===== src/rtl/oled_pkg.sv =====
// Shared definitions for the OLED display path: panel geometry defaults,
// RGB565 colour constants, the pixel streamer state encoding and the
// colour-bar lookup used by the built-in test pattern.
package oled_pkg;

  localparam int OLED_WIDTH  = 96;
  localparam int OLED_HEIGHT = 64;

  localparam logic [15:0] BLACK   = 16'h0000;
  localparam logic [15:0] WHITE   = 16'hFFFF;
  localparam logic [15:0] RED     = 16'hF800;
  localparam logic [15:0] GREEN   = 16'h07E0;
  localparam logic [15:0] BLUE    = 16'h001F;
  localparam logic [15:0] MAGENTA = 16'hF81F;

  typedef enum logic [2:0] {
    IDLE,
    FETCH,
    SHIFT,
    ADVANCE,
    GAP
  } streamer_state_t;

  // Four vertical bars selected by the top two column bits.
  function automatic logic [15:0] test_bar_colour(input logic [1:0] bar);
    logic [15:0] colour;
    case (bar)
      2'd0:    colour = RED;
      2'd1:    colour = GREEN;
      2'd2:    colour = BLUE;
      default: colour = WHITE;
    endcase
    return colour;
  endfunction

endpackage


===== src/rtl/spi_tx_shift16.sv =====
// 16-bit MSB-first SPI transmitter, mode 3 (SCLK idles high).
// A load pulse captures a word; each bit is driven for CLK_DIV cycles with
// SCLK low, then held for CLK_DIV cycles with SCLK high so the panel samples
// on the rising edge. done is high during the final cycle of the last bit.
module spi_tx_shift16 #(
  parameter int CLK_DIV = 2
) (
  input  logic        clock,
  input  logic        reset_n,
  input  logic        load,
  input  logic [15:0] data,
  output logic        done,
  output logic        sclk,
  output logic        mosi
);

  localparam int DIV_W = (CLK_DIV > 1) ? $clog2(CLK_DIV) : 1;
  localparam logic [DIV_W-1:0] DIV_LAST = DIV_W'(CLK_DIV - 1);

  logic [15:0]      shifter;
  logic [3:0]       bit_cnt;
  logic [DIV_W-1:0] div_cnt;
  logic             active;
  logic             high_half;
  logic             half_end;

  assign half_end = active && (div_cnt == DIV_LAST);

  // Divider, half-period phase, bit counter and shifter advance together;
  // the word moves left only after a bit's high half has completed.
  always_ff @(posedge clock or negedge reset_n) begin
    if (!reset_n) begin
      shifter   <= '0;
      bit_cnt   <= '0;
      div_cnt   <= '0;
      active    <= 1'b0;
      high_half <= 1'b0;
    end else if (load) begin
      shifter   <= data;
      bit_cnt   <= '0;
      div_cnt   <= '0;
      active    <= 1'b1;
      high_half <= 1'b0;
    end else if (active) begin
      if (half_end) begin
        div_cnt <= '0;
        if (!high_half) begin
          high_half <= 1'b1;
        end else begin
          high_half <= 1'b0;
          shifter   <= {shifter[14:0], 1'b0};
          if (bit_cnt == 4'd15) begin
            active  <= 1'b0;
            bit_cnt <= '0;
          end else begin
            bit_cnt <= bit_cnt + 4'd1;
          end
        end
      end else begin
        div_cnt <= div_cnt + 1'b1;
      end
    end
  end

  assign done = half_end && high_half && (bit_cnt == 4'd15);
  assign sclk = !(active && !high_half);
  // After 16 shifts the register is empty, so MOSI rests low between words.
  assign mosi = shifter[15];

endmodule


===== src/rtl/oled_pixel_streamer.sv =====
// Scans (px, py) across the panel, samples the renderer's RGB565 word for
// each coordinate and streams it to the 96x64 OLED over 4-wire SPI, with a
// chip-select-high gap between frames. dc is tied high (pixel data only).
// Optional build macro OLED_STREAMER_TEST_PATTERN_EN replaces the renderer
// input with fixed colour bars taken from px[6:5]; timing is unchanged.
module oled_pixel_streamer
  import oled_pkg::*;
#(
  parameter int WIDTH     = OLED_WIDTH,
  parameter int HEIGHT    = OLED_HEIGHT,
  parameter int CLK_DIV   = 2,
  parameter int FRAME_GAP = 16
) (
  input  logic        clock,
  input  logic        reset_n,
  input  logic        enable,
  output logic [6:0]  px,
  output logic [6:0]  py,
  input  logic [15:0] oled_data,
  output logic        frame_begin,
  output logic        busy,
  output logic        spi_cs_n,
  output logic        spi_sclk,
  output logic        spi_mosi,
  output logic        spi_dc
);

  localparam logic [6:0] PX_LAST = 7'(WIDTH - 1);
  localparam logic [6:0] PY_LAST = 7'(HEIGHT - 1);
  localparam int GAP_W = (FRAME_GAP > 1) ? $clog2(FRAME_GAP) : 1;
  localparam logic [GAP_W-1:0] GAP_LAST = GAP_W'(FRAME_GAP - 1);

  streamer_state_t  state;
  streamer_state_t  state_next;
  logic [GAP_W-1:0] gap_cnt;
  logic             gap_last;
  logic             last_pixel;
  logic             shift_load;
  logic             shift_done;
  logic [15:0]      pixel_word;

  assign gap_last   = (gap_cnt == GAP_LAST);
  assign last_pixel = (px == PX_LAST) && (py == PY_LAST);
  assign spi_dc     = 1'b1;

`ifdef OLED_STREAMER_TEST_PATTERN_EN
  assign pixel_word = test_bar_colour(px[6:5]);
`else
  assign pixel_word = oled_data;
`endif

  // State register.
  always_ff @(posedge clock or negedge reset_n) begin
    if (!reset_n) begin
      state <= IDLE;
    end else begin
      state <= state_next;
    end
  end

  // Frame sequencing; chip select, busy and the frame pulse decode from state.
  always_comb begin
    state_next  = state;
    spi_cs_n    = 1'b1;
    busy        = 1'b0;
    frame_begin = 1'b0;
    shift_load  = 1'b0;
    case (state)
      IDLE: begin
        if (enable) begin
          state_next = FETCH;
        end
      end
      FETCH: begin
        spi_cs_n    = 1'b0;
        busy        = 1'b1;
        shift_load  = 1'b1;
        frame_begin = (px == 7'd0) && (py == 7'd0);
        state_next  = SHIFT;
      end
      SHIFT: begin
        spi_cs_n = 1'b0;
        busy     = 1'b1;
        if (shift_done) begin
          state_next = ADVANCE;
        end
      end
      ADVANCE: begin
        spi_cs_n   = 1'b0;
        busy       = 1'b1;
        state_next = last_pixel ? GAP : FETCH;
      end
      GAP: begin
        if (gap_last) begin
          state_next = enable ? FETCH : IDLE;
        end
      end
      default: begin
        state_next = IDLE;
      end
    endcase
  end

  // Raster coordinates move only in ADVANCE, so they are stable through FETCH.
  always_ff @(posedge clock or negedge reset_n) begin
    if (!reset_n) begin
      px <= '0;
      py <= '0;
    end else if (state == IDLE) begin
      px <= '0;
      py <= '0;
    end else if (state == ADVANCE) begin
      if (px != PX_LAST) begin
        px <= px + 7'd1;
      end else begin
        px <= '0;
        if (py != PY_LAST) begin
          py <= py + 7'd1;
        end else begin
          py <= '0;
        end
      end
    end
  end

  // Inter-frame gap length counter, cleared whenever the gap is not running.
  always_ff @(posedge clock or negedge reset_n) begin
    if (!reset_n) begin
      gap_cnt <= '0;
    end else if ((state == GAP) && !gap_last) begin
      gap_cnt <= gap_cnt + 1'b1;
    end else begin
      gap_cnt <= '0;
    end
  end

  spi_tx_shift16 #(
    .CLK_DIV (CLK_DIV)
  ) u_shift (
    .clock   (clock),
    .reset_n (reset_n),
    .load    (shift_load),
    .data    (pixel_word),
    .done    (shift_done),
    .sclk    (spi_sclk),
    .mosi    (spi_mosi)
  );

endmodule


===== config.mk =====
export PLATFORM = sky130hd
export DESIGN_NAME = oled_pixel_streamer
export DESIGN_NICKNAME = d
export VERILOG_FILES = /design/src/rtl/oled_pkg.sv /design/src/rtl/spi_tx_shift16.sv /design/src/rtl/oled_pixel_streamer.sv
export SDC_FILE = /design/constraint.sdc
export NUM_CORES = 1
export LEC_CHECK = 0
export BUFFER_PORTS_ARGS = -buffer_cell sky130_fd_sc_hd__buf_2
export CAP_MARGIN = 25
export CORE_UTILIZATION = 45
export CTS_CLUSTER_SIZE = 30
export DETAILED_ROUTE_END_ITERATION = 10
export GPL_TIMING_DRIVEN = 0
export HOLD_SLACK_MARGIN = 0.1
export PLACE_DENSITY = 0.66
export SETUP_SLACK_MARGIN = 0.5
export SYNTH_ARGS = -nofsm -noshare
export SYNTH_HDL_FRONTEND = slang
export SYNTH_HIERARCHICAL = 1
export SYNTH_SLANG_ARGS = --single-unit

===== constraint.sdc =====
create_clock -name clock -period 2.86 [get_ports clock]
set_clock_uncertainty 0.15 [all_clocks]
set_input_delay 0.286 -clock clock [delete_from_list [all_inputs] [get_ports clock]]
set_output_delay 0.286 -clock clock [all_outputs]
set_load 0.005 [all_outputs]

==> results by group <==
Hold path
  • HP Class: input pin to async pin

Worst setup path
  • CP Launch Type: register
  • CP Max Fanout: 10
  • Crit end category: output pin
  • Critical path class: register to output pin
  • CP arrival: 1.62 ns
  • Worst endpoint required time: 2.42 ns

Routing
  • Met3 WL: 187 um
  • Antenna-violating nets left: 0
  • WL met1: 2.27 mm
  • WL met2: 2.03 mm
  • Routed WL: 4.54 mm
  • # DRC: 0
  • Iter 0 DRT Violations: 120
  • Per-cell routed wire length: 12.6 um
  • Vias per cell: 5.16
  • Detailed Routing Iterations Pass 1: 4
  • Top sig layer: met4
  • Via count: 1858

Synthesis
  • Seq/Total Area, Yosys: 48.1%
  • Post-synthesis adder-cell area fraction: 3.28%
  • Synth area leaders: dfrtp_1 48%, mux2i_1 8.3%, nand2_1 4.6%, o21ai_0 3.9%, ha_1 3.3%
  • Simple logic cell fraction of the synthesized area: 19.5%
  • Mapped Area: 0.00229 mm2
  • Synth Instances: 230
  • Synthesized flop and latch total: 44
  • Largest family of logic cells by synthesized area: simple AND/OR/NAND/NOR gates
  • Ys flop type: dfrtp_1
  • Post-Syn Nets: 255
  • Post-synthesis cell type count: 42
  • Cell taking the most area after synthesis: dfrtp_1
  • Complex-gate fraction of the synthesized area: 10.9%
  • Mux share of post-synthesis cell area: 8.80%
  • Synth Area per Inst: 9.96 um2
  • Post-Synth XOR/XNOR Area: 3.44%
  • Post-synth ARST share: 100%
  • Synth warnings: 6
  • Number of synthesized flops with an enable pin: 0
  • Top cell type's share of synthesized area: 48.1%

Layout
  • Commonest non-fill, non-tap cell in the layout: dfrtp_1
  • Layout cells sized above 1: 20.8%
  • Most frequent cells in the layout: 44 x dfrtp_1, 37 x buf_2, 28 x nand2_1
  • Fill cells: 427
  • Area delta synth->final: 25.8%
  • Diodes inserted: 0
  • Final nets: 317

Power and ir drop
  • Pwr Density: 823 mW/mm2
  • Max IR drop VDD: 413 uV
  • Pwr Total: 2.37 mW
  • Leak: 1.36 nW

Timing
  • Fmax: 487 MHz
  • RSZ-0062 raised after global routing: no
  • Final worst-path cycle share: 71.8%
  • Slew of the pin with the lowest slew margin: 0.655 ns
  • Setup TNS: 0 ns
  • Hold Slack: 0.252 ns
  • Worst slew margin: 56.1%
  • Final min period: 2.05 ns
  • Slew Viols, Final: 0
  • Final setup fails: 0
  • Hold violation total from the final report: 0

Die
  • Die area: 0.00538 mm2
  • Initial Util: 47.5%
  • IO Count: 39
  • Die Width: 73.3 um
  • Core Area: 0.00482 mm2
  • Row count: 25
  • Die height: 73.3 um

GRT
  • Global-route wire length before repair: 7.45 mm
  • Vias in the first global route: 1566
  • GRT Total Usage: 18.5%
  • Total gr overflow: 0
  • Initial antenna violation count: 0
  • Largest net degree at the start of global routing: 45

Placed design
  • Detail Placement HPWL: 3.07 mm
  • RePlAce Congestion: 0.764
  • Count of buffers from port buffering: 37

Clock tree
  • Post-CTS setup buffers: 0
  • Max clock buf depth: 2
  • Clk slew on worst S/H paths: 0.08 ns
  • CTS root buf: clkbuf_8
  • Max H-tree Level: 2
  • Sink Count: 44
  • CTS tree: yes
  • Clock latency on the worst-skew pair: 0.30 ns
  • Cts bufs inserted: 5

Outcome
  • Outcome: complete, no violations

Run
  • Number of max-cap violations: 0
==> worst max-delay path, cell delays in order (launching register included) <==
cell	delay, ns
dfrtp_1	0.41
clkbuf_1	0.23
nor3_2	0.35
and4_1	0.23
buf_2	0.11
==> repair_timing <==
item	in CTS	in global routing
hold buffers	17	0
endpoints found under the hold margin	60	0
setup endpoints to repair	0	10
gates resized for setup	0	3
==> metal layers <==
layer  track usage (%)  vias up
met2              27.6       39
met4              5.77        0
met5                 0        -
li1                  -      938
met3              4.94        7
met1              26.4      874
==> cells by family (layout without fill, tap and decap cells) <==
logic type	after synthesis	count (layout)
flops	44	44
mux	20	20
compound gates	45	45
fa+ha+maj	6	6
buf+inv	21	84
xor+xnor	9	9
simple gates	84	84
other cells	1	1
==> metrics by stage <==
step           cell area [um2]  util, %  setup WS (ns)  std cells
6_report                  2880     59.8          0.807        360
5_1_grt                   2880     59.8          0.598        360
4_1_cts                   2860     59.3          0.628        359
3_5_place_dp              2560     53.1          0.648        334
3_3_place_gp              2560     53.1          0.686        334
2_1_floorplan             2290        -           1.05        230
==> state kept, by name (all words and copies together), names as in the netlist <==
signal / count
u_shift/shifter: 16
px: 7
py: 7
gap_cnt: 4
u_shift/bit_cnt: 4
state: 3
u_shift/active: 1
u_shift/div_cnt: 1
u_shift/high_half: 1
==> synthesized netlist by cell type, types with 2 or more instances <==
| master | instances |
|---|---|
| o21ai_1 | 10 |
| nand2b_1 | 3 |
| buf_4 | 3 |
| xor2_1 | 6 |
| xnor2_1 | 3 |
| nand4_1 | 4 |
| dfrtp_1 | 44 |
| o21ai_0 | 18 |
| and3b_1 | 2 |
| and3_1 | 3 |
| buf_6 | 3 |
| or4_1 | 2 |
| nand3b_1 | 3 |
| nor4_1 | 2 |
| ha_1 | 6 |
| mux2i_1 | 19 |
| a21oi_1 | 8 |
| nor4b_1 | 2 |
| clkbuf_1 | 5 |
| a31oi_1 | 3 |
| inv_1 | 8 |
| nand3_1 | 7 |
| nand2_1 | 28 |
| and4_1 | 3 |
| nor2_1 | 18 |
==> power by group <==
| part | total (mW) | internal (mW) | leakage, nW | switching [mW] |
|---|---|---|---|---|
| logic | 0.929 | 0.428 | 0.723 | 0.501 |
| clock network | 0.514 | 0.308 | 0.0645 | 0.206 |
| registers | 0.928 | 0.799 | 0.571 | 0.128 |
==> worst paths after layout <==
| check | depth (start not counted) | slack [ns] | from | to |
|---|---|---|---|---|
| min in group clock | 4 | 0.32 | enable | state[0]$_DFFE_PN0P_ |
| worst min-delay path | 2 | 0.25 | reset_n | py[3]$_DFFE_PN0P_ |
| max in group asynchronous | 3 | 1.85 | reset_n | state[2]$_DFFE_PN0P_ |
| worst min register to register | 1 | 0.32 | gap_cnt[0]$_DFF_PN0_ | gap_cnt[0]$_DFF_PN0_ |
| worst max-delay path | 4 | 0.81 | state[2]$_DFFE_PN0P_ | frame_begin |
| worst max register to register | 6 | 0.82 | state[2]$_DFFE_PN0P_ | u_shift/shifter[1]$_DFFE_PN0P_ |
==> layout make-up <==
type / count / area, um2 / area share [%]
Sequential cell: 44 / 1100 / 38.2
Buffer: 13 / 104 / 3.60
Multi-Input combinational cell: 165 / 1060 / 36.8
Inverter: 8 / 30.0 / 1.04
Clock buffer: 7 / 96.3 / 3.34
Tap cell: 67 / 83.8 / 2.91
Timing Repair Buffer: 55 / 375 / 13.0
Clock inverter: 1 / 30.0 / 1.04
Note: power is estimated with default switching activity, not from simulation.
